==> config.mk <==
export PLATFORM = sky130hd
export DESIGN_NAME = uart_tx_arbiter_flat
export DESIGN_NICKNAME = d
export VERILOG_FILES = /design/src/rtl/uart_tx_arbiter_if.sv /design/src/rtl/uart_tx_arbiter.sv /design/src/flat_wrapper.sv
export SDC_FILE = /design/constraint.sdc
export NUM_CORES = 1
export LEC_CHECK = 0
export BUFFER_PORTS_ARGS = -buffer_cell sky130_fd_sc_hd__buf_2
export CAP_MARGIN = 5
export CORE_MARGIN = 5
export CORE_UTILIZATION = 50
export CTS_CLUSTER_SIZE = 25
export DETAILED_ROUTE_END_ITERATION = 8
export PLACE_DENSITY_LB_ADDON = 0.12
export SLEW_MARGIN = 20
export SYNTH_ARGS = -nofsm -noshare
export SYNTH_HDL_FRONTEND = slang
export SYNTH_SLANG_ARGS = --single-unit
==> constraint.sdc <==
create_clock -name clk -period 3.4 [get_ports clk]
set_input_delay 0.51 -clock clk [delete_from_list [all_inputs] [get_ports clk]]
set_output_delay 0.51 -clock clk [all_outputs]
set_load 0.02 [all_outputs]
==> src/rtl/uart_tx_arbiter_if.sv <==
// Requester-side and UART-side byte streams of the UART TX arbiter.
//   req_*    : NUM_REQ packed AXI-Stream requesters; lane i uses bits [i*DATA_WIDTH +: DATA_WIDTH]
//   m_axis_* : single merged stream towards the uart core's s_axis_* input
// modport master : the arbiter (it masters m_axis and issues req_tready)
// modport slave  : the environment (requesters plus the UART TX sink)
interface uart_tx_arbiter_if #(
  parameter int NUM_REQ    = 4,
  parameter int DATA_WIDTH = 8
);
  logic [NUM_REQ*DATA_WIDTH-1:0] req_tdata;
  logic [NUM_REQ-1:0]            req_tvalid;
  logic [NUM_REQ-1:0]            req_tlast;
  logic [NUM_REQ-1:0]            req_tready;
  logic [DATA_WIDTH-1:0]         m_axis_tdata;
  logic                          m_axis_tvalid;
  logic                          m_axis_tlast;
  logic                          m_axis_tready;

  modport master (
    input  req_tdata, req_tvalid, req_tlast, m_axis_tready,
    output req_tready, m_axis_tdata, m_axis_tvalid, m_axis_tlast
  );

  modport slave (
    output req_tdata, req_tvalid, req_tlast, m_axis_tready,
    input  req_tready, m_axis_tdata, m_axis_tvalid, m_axis_tlast
  );
endinterface

==> src/rtl/uart_tx_arbiter.sv <==
// Round-robin packet arbiter in front of the UART TX byte stream.
// A grant is held from the first beat until tlast (or until MAX_BURST beats),
// so packets from different requesters never interleave.
// Ports:
//   clk, rst_n  : clock, asynchronous active-low reset
//   enable      : gate for issuing new grants (a running grant always completes)
//   bus         : uart_tx_arbiter_if.master (requester streams in, merged stream out)
//   grant_valid : a requester currently holds the grant
//   grant_id    : current or most recent grantee
//   burst_cut   : one-cycle pulse after a grant is released by the beat limit

// Per-requester ready: only the grantee sees ready, and only when the
// single-entry output register can take a beat this cycle.
module uart_tx_arbiter_lane #(
  parameter int IDW  = 2,
  parameter int LANE = 0
) (
  input  logic           granted,
  input  logic [IDW-1:0] grant_id,
  input  logic           slot_free,
  output logic           ready
);
  assign ready = granted && (grant_id == IDW'(LANE)) && slot_free;
endmodule

module uart_tx_arbiter #(
  parameter int NUM_REQ    = 4,
  parameter int DATA_WIDTH = 8,
  parameter int MAX_BURST  = 64
) (
  input  logic                       clk,
  input  logic                       rst_n,
  input  logic                       enable,
  uart_tx_arbiter_if.master          bus,
  output logic                       grant_valid,
  output logic [$clog2(NUM_REQ)-1:0] grant_id,
  output logic                       burst_cut
);
  localparam int IDW = $clog2(NUM_REQ);
  localparam int CW  = $clog2(MAX_BURST + 1);

  typedef enum logic {IDLE = 1'b0, GRANT = 1'b1} state_t;

  state_t                state;
  logic [IDW-1:0]        last;
  logic [IDW-1:0]        next_id;
  logic                  next_found;
  logic [CW-1:0]         cnt;
  logic [DATA_WIDTH-1:0] out_data;
  logic                  out_valid;
  logic                  out_last;
  logic [NUM_REQ-1:0]    ready;
  logic                  slot_free;
  logic                  sel_valid;
  logic                  sel_last;
  logic [DATA_WIDTH-1:0] sel_data;
  logic                  accept;
  logic                  at_limit;
  logic                  release_g;

  assign grant_valid = (state == GRANT);

  // Output register can take a beat when empty or draining this cycle.
  assign slot_free = !out_valid || bus.m_axis_tready;

  genvar gi;
  generate
    for (gi = 0; gi < NUM_REQ; gi++) begin : g_lane
      uart_tx_arbiter_lane #(.IDW(IDW), .LANE(gi)) u_lane (
        .granted   (grant_valid),
        .grant_id  (grant_id),
        .slot_free (slot_free),
        .ready     (ready[gi])
      );
    end
  endgenerate

  assign bus.req_tready = ready;

  assign sel_valid = bus.req_tvalid[grant_id];
  assign sel_last  = bus.req_tlast[grant_id];
  assign sel_data  = bus.req_tdata[grant_id*DATA_WIDTH +: DATA_WIDTH];
  assign accept    = grant_valid && sel_valid && slot_free;
  assign at_limit  = (cnt == CW'(MAX_BURST - 1));
  assign release_g = accept && (sel_last || at_limit);

  // Round-robin pick: scan from last+NUM_REQ down to last+1 so that the
  // nearest requester after the previous grantee is written last and wins.
  always_comb begin
    next_id    = '0;
    next_found = 1'b0;
    for (int k = NUM_REQ; k >= 1; k--) begin
      if (bus.req_tvalid[IDW'((int'(last) + k) % NUM_REQ)]) begin
        next_id    = IDW'((int'(last) + k) % NUM_REQ);
        next_found = 1'b1;
      end
    end
  end

  always_ff @(posedge clk or negedge rst_n) begin
    if (!rst_n) begin
      state     <= IDLE;
      last      <= IDW'(NUM_REQ - 1);
      grant_id  <= '0;
      cnt       <= '0;
      burst_cut <= 1'b0;
      out_valid <= 1'b0;
      out_data  <= '0;
      out_last  <= 1'b0;
    end else begin
      burst_cut <= release_g && !sel_last;

      unique case (state)
        IDLE: begin
          if (enable && next_found) begin
            state    <= GRANT;
            grant_id <= next_id;
            cnt      <= '0;
          end
        end
        GRANT: begin
          if (accept) cnt <= cnt + CW'(1);
          if (release_g) begin
            state <= IDLE;
            last  <= grant_id;
          end
        end
      endcase

      // The output register drains independently of the grant state.
      if (accept) begin
        out_valid <= 1'b1;
        out_data  <= sel_data;
        out_last  <= sel_last || at_limit;
      end else if (bus.m_axis_tready) begin
        out_valid <= 1'b0;
      end
    end
  end

  assign bus.m_axis_tdata  = out_data;
  assign bus.m_axis_tvalid = out_valid;
  assign bus.m_axis_tlast  = out_last;
endmodule

==> src/flat_wrapper.sv <==
// flat-port wrapper written by rule: the top's interface ports become plain ports
module uart_tx_arbiter_flat 
#(
  parameter int NUM_REQ    = 4,
  parameter int DATA_WIDTH = 8,
  parameter int MAX_BURST  = 64
)
  (clk, rst_n, enable, grant_valid, grant_id, burst_cut, bus_req_tdata, bus_req_tvalid, bus_req_tlast, bus_m_axis_tready, bus_req_tready, bus_m_axis_tdata, bus_m_axis_tvalid, bus_m_axis_tlast);
  uart_tx_arbiter_if #(.NUM_REQ(NUM_REQ), .DATA_WIDTH(DATA_WIDTH)) bus_i ();
  input  logic clk;
  input  logic rst_n;
  input  logic enable;
  output logic grant_valid;
  output logic [$clog2(NUM_REQ)-1:0] grant_id;
  output logic burst_cut;
  input wire logic [$bits(bus_i.req_tdata)-1:0] bus_req_tdata;
  input wire logic [$bits(bus_i.req_tvalid)-1:0] bus_req_tvalid;
  input wire logic [$bits(bus_i.req_tlast)-1:0] bus_req_tlast;
  input wire logic [$bits(bus_i.m_axis_tready)-1:0] bus_m_axis_tready;
  output wire logic [$bits(bus_i.req_tready)-1:0] bus_req_tready;
  output wire logic [$bits(bus_i.m_axis_tdata)-1:0] bus_m_axis_tdata;
  output wire logic [$bits(bus_i.m_axis_tvalid)-1:0] bus_m_axis_tvalid;
  output wire logic [$bits(bus_i.m_axis_tlast)-1:0] bus_m_axis_tlast;
  assign bus_i.req_tdata = bus_req_tdata;
  assign bus_i.req_tvalid = bus_req_tvalid;
  assign bus_i.req_tlast = bus_req_tlast;
  assign bus_i.m_axis_tready = bus_m_axis_tready;
  assign bus_req_tready = bus_i.req_tready;
  assign bus_m_axis_tdata = bus_i.m_axis_tdata;
  assign bus_m_axis_tvalid = bus_i.m_axis_tvalid;
  assign bus_m_axis_tlast = bus_i.m_axis_tlast;
  uart_tx_arbiter #(.NUM_REQ(NUM_REQ), .DATA_WIDTH(DATA_WIDTH), .MAX_BURST(MAX_BURST)) u_core (.clk(clk), .rst_n(rst_n), .enable(enable), .bus(bus_i), .grant_valid(grant_valid), .grant_id(grant_id), .burst_cut(burst_cut));
endmodule
==> metrics.csv <==
metric;value;unit
start_util;0.515;
worstMarginPinSlew;819;ps
io_pins;62;
routed_wl;3350;um
cts_tree;done;
synth_area;1410;um2
synth_xor_area_frac;0;
wl_per_cell;16.6;um
r2r_start;u_core.grant_id[0]$_DFFE_PN0P_;
min_period;2310;ps
rr_worst_depth;4;
startpoint_type;flop;
pwr-share-comb;0.557;
synth_edf_count;0;
syn_inst;114;
finalSetupViolCount;0;
grt_setup_unrepaired;no;
synth_cell_type_count;34;
fin_crit_sh;0.680;
drtIter0Drc;27;
hold_viol_final;0;
min_path_type;input port to async pin;
synthArstFlopShare;1.00;
io_buffers;61;
ys_warn_count;0;
viasPerCell;5.67;
p_int;858;uW
n_antenna_cell;0;
r2r-end;u_core.cnt[0]$_DFFE_PN0P_;
synthSimpleGateAreaFrac;0.167;
clk_latency;310;ps
cts.sinks;23;
skew;6.69;ps
crit_fanout;15;
power.switching;618;uW
grt_pass1_wl;5720;um
grt_max_degree;24;
critPathRequiredTime;3670;ps
critPathCaptureType;flop;
dp_hpwl;2620;um
drc;0;
drt-pass1-iter-count;6;
setup_slack;1090;ps
core-area;2730;um2
num_vias;1146;
place_ws;1090;ps
layout-drive-gt1-share;0.550;
synthMuxAreaShare;0.299;
critical_path_class;flop to flop;
cts_hold_buf;0;
power.share.switching;0.419;
crit_chain;mux4_2 -> and3_4 -> nor2_2 -> mux2_2;
area_growth;22.4;%
avgSynthCellArea;12.3;um2
grt_antenna_before_repair;0;
die_area;3980;um2
maxSlewViolCount;0;
fp-row-count;19;
gp_congestion;0.847;
fin_nets;217;
dieHeight;63.1;um
post-cts-setup-buffers;0;
seq_power_share;0.356;
synth_adder_area_share;0.00889;
slew_headroom;0.453;
crit_slowest_cell;dfrtp_1;
fin_hold_ws;139;ps
yosysSeqAreaShare;0.411;
setup_tns;0;ps
fmax;433;MHz
maxCapViolations;0;
globalRouteTotalUtil;0.177;
p_leak;0.877;nW
power_frac_clock;0.087;
fin_util;0.630;
ys_seq_elements;23;
regToRegSetupSlack;1090;ps
cts_buffers;3;
arrival;2580;ps
ir_drop;0.000591;V
slowest_delay;840;ps
ys.flop_type;dfrtp_1;
cts_root_buffer;clkbuf_4;
synth_nets;159;
status;complete, no violations;
die_x;63.1;um
powerDensity;857;nW/um2
synth_compound_area_frac;0.0640;
cts_resized;0;
clk_pin_slew;130;ps
synth_top_family_by_area;multiplexers;
clockBufferDepth;2;
gr-total-overflow;0;
cts_max_level;1;
grt_pass1_vias;1218;
final_antenna_net_count;0;
-- routing by layer --
metal  global-route usage  part of all wire  up-vias
met1                0.223              0.41      557
met4               0.0584             0.017        0
met2                0.300              0.51       40
met3               0.0355             0.067        6
met5                    0                 0        -
li1                     -                 -      543
-- worst max path at each step --
stage / to / from / slack [ps]
finish: u_core.cnt[0]$_DFFE_PN0P_ / u_core.grant_id[0]$_DFFE_PN0P_ / 1090
global route: u_core.cnt[0]$_DFFE_PN0P_ / u_core.grant_id[0]$_DFFE_PN0P_ / 890
CTS: u_core.cnt[0]$_DFFE_PN0P_ / u_core.grant_id[0]$_DFFE_PN0P_ / 1070
detailed placement: u_core.cnt[0]$_DFFE_PN0P_ / u_core.grant_id[0]$_DFFE_PN0P_ / 1090
global placement: u_core.cnt[5]$_DFFE_PN0P_ / u_core.grant_id[0]$_DFFE_PN0P_ / 1160
floorplan: bus_req_tready[1] / u_core.grant_id[0]$_DFFE_PN0P_ / 1410
-- cell type report --
class | instances | area (um2)
Clock buffer | 3 | 22.5
Clock inverter | 1 | 5.00
Multi-Input combinational cell | 80 | 758
Timing Repair Buffer | 62 | 313
Tap cell | 31 | 38.8
Inverter | 2 | 7.51
Fill cell | 229 | 1010
Sequential cell | 23 | 578
-- state kept, by name (all words and copies together), names as in the netlist --
register,cells
u_core.bus.m_axis_tdata,8
u_core.cnt,7
u_core.grant_id,2
u_core.last,2
u_core.burst_cut,1
u_core.bus.m_axis_tlast,1
u_core.bus.m_axis_tvalid,1
u_core.grant_valid,1
-- cells by family after synthesis --
family                     after synthesis
and+or+nand+nor                         41
AOI/OAI and AO/OA                       13
buffers and inverters                   11
adders and majority gates                1
muxes                                   25
DFF                                     23
-- power by group through the flow --
stage               logic, mW  registers [mW]  clock network (mW)
CTS                     0.833           0.525               0.132
finish                  0.822           0.525               0.129
global placement        0.815           0.522                   0
detailed placement      0.827           0.530                   0
floorplan               0.603           0.572                   0
global route            0.891           0.553               0.144
-- Yosys cell counts, types with 2 or more instances --
master | instances | area share
mux4_2 | 10 | 0.16
dfstp_2 | 2 | 0.037
a211o_1 | 3 | 0.019
and3_1 | 3 | 0.013
nand3_1 | 3 | 0.011
inv_1 | 2 | 0.0053
a21oi_1 | 5 | 0.018
nor4_1 | 2 | 0.0089
nor2_1 | 6 | 0.016
nand2b_1 | 4 | 0.018
nand2_1 | 6 | 0.016
nor3_1 | 4 | 0.014
buf_4 | 4 | 0.021
dfrtp_1 | 21 | 0.37
buf_6 | 2 | 0.016
nand4_1 | 2 | 0.0089
mux2_4 | 8 | 0.085
mux2_2 | 4 | 0.032
mux2i_1 | 3 | 0.021
a21o_1 | 2 | 0.011
nor3b_1 | 3 | 0.016
clkbuf_1 | 3 | 0.0080
-- layout by cell type, fill, tap and decap left out, drive strengths merged --
cell type / Yosys / final
a21oi: 5 / 5
nand2b: 4 / 4
ha: 1 / 1
buf: 6 / 62
nor3b: 3 / 3
dfrtp: 21 / 21
nor2: 7 / 7
o221ai: 1 / 1
mux2i: 3 / 3
mux2: 12 / 12
clkinv: 0 / 1
nor2b: 1 / 1
dfstp: 2 / 2
and3: 4 / 4
nand4: 2 / 2
mux4: 10 / 10
inv: 2 / 2
or2: 1 / 1
and4b: 1 / 1
a21o: 2 / 2
clkbuf: 3 / 3
nand2: 6 / 6
and2: 1 / 1
a211o: 3 / 3
a22o: 1 / 1
nor3: 4 / 4
nor4: 2 / 2
nand3: 4 / 4
a31oi: 1 / 1
nand3b: 1 / 1
-- worst max-delay path: cells and delay by family (launching register included) --
| kind | cells | cell delay (ps) |
|---|---|---|
| muxes | 2 | 850 |
| DFF | 1 | 840 |
| and+or+nand+nor | 2 | 570 |
-- stage by stage --
step / total power [mW] / cell area, um2 / std cells
floorplan: 1.18 / 1410 / 114
global placement: 1.34 / 1700 / 198
detailed placement: 1.36 / 1700 / 198
CTS: 1.49 / 1720 / 202
global route: 1.59 / 1720 / 202
finish: 1.48 / 1720 / 202
No activity file was read; power rests on OpenSTA's default activity.
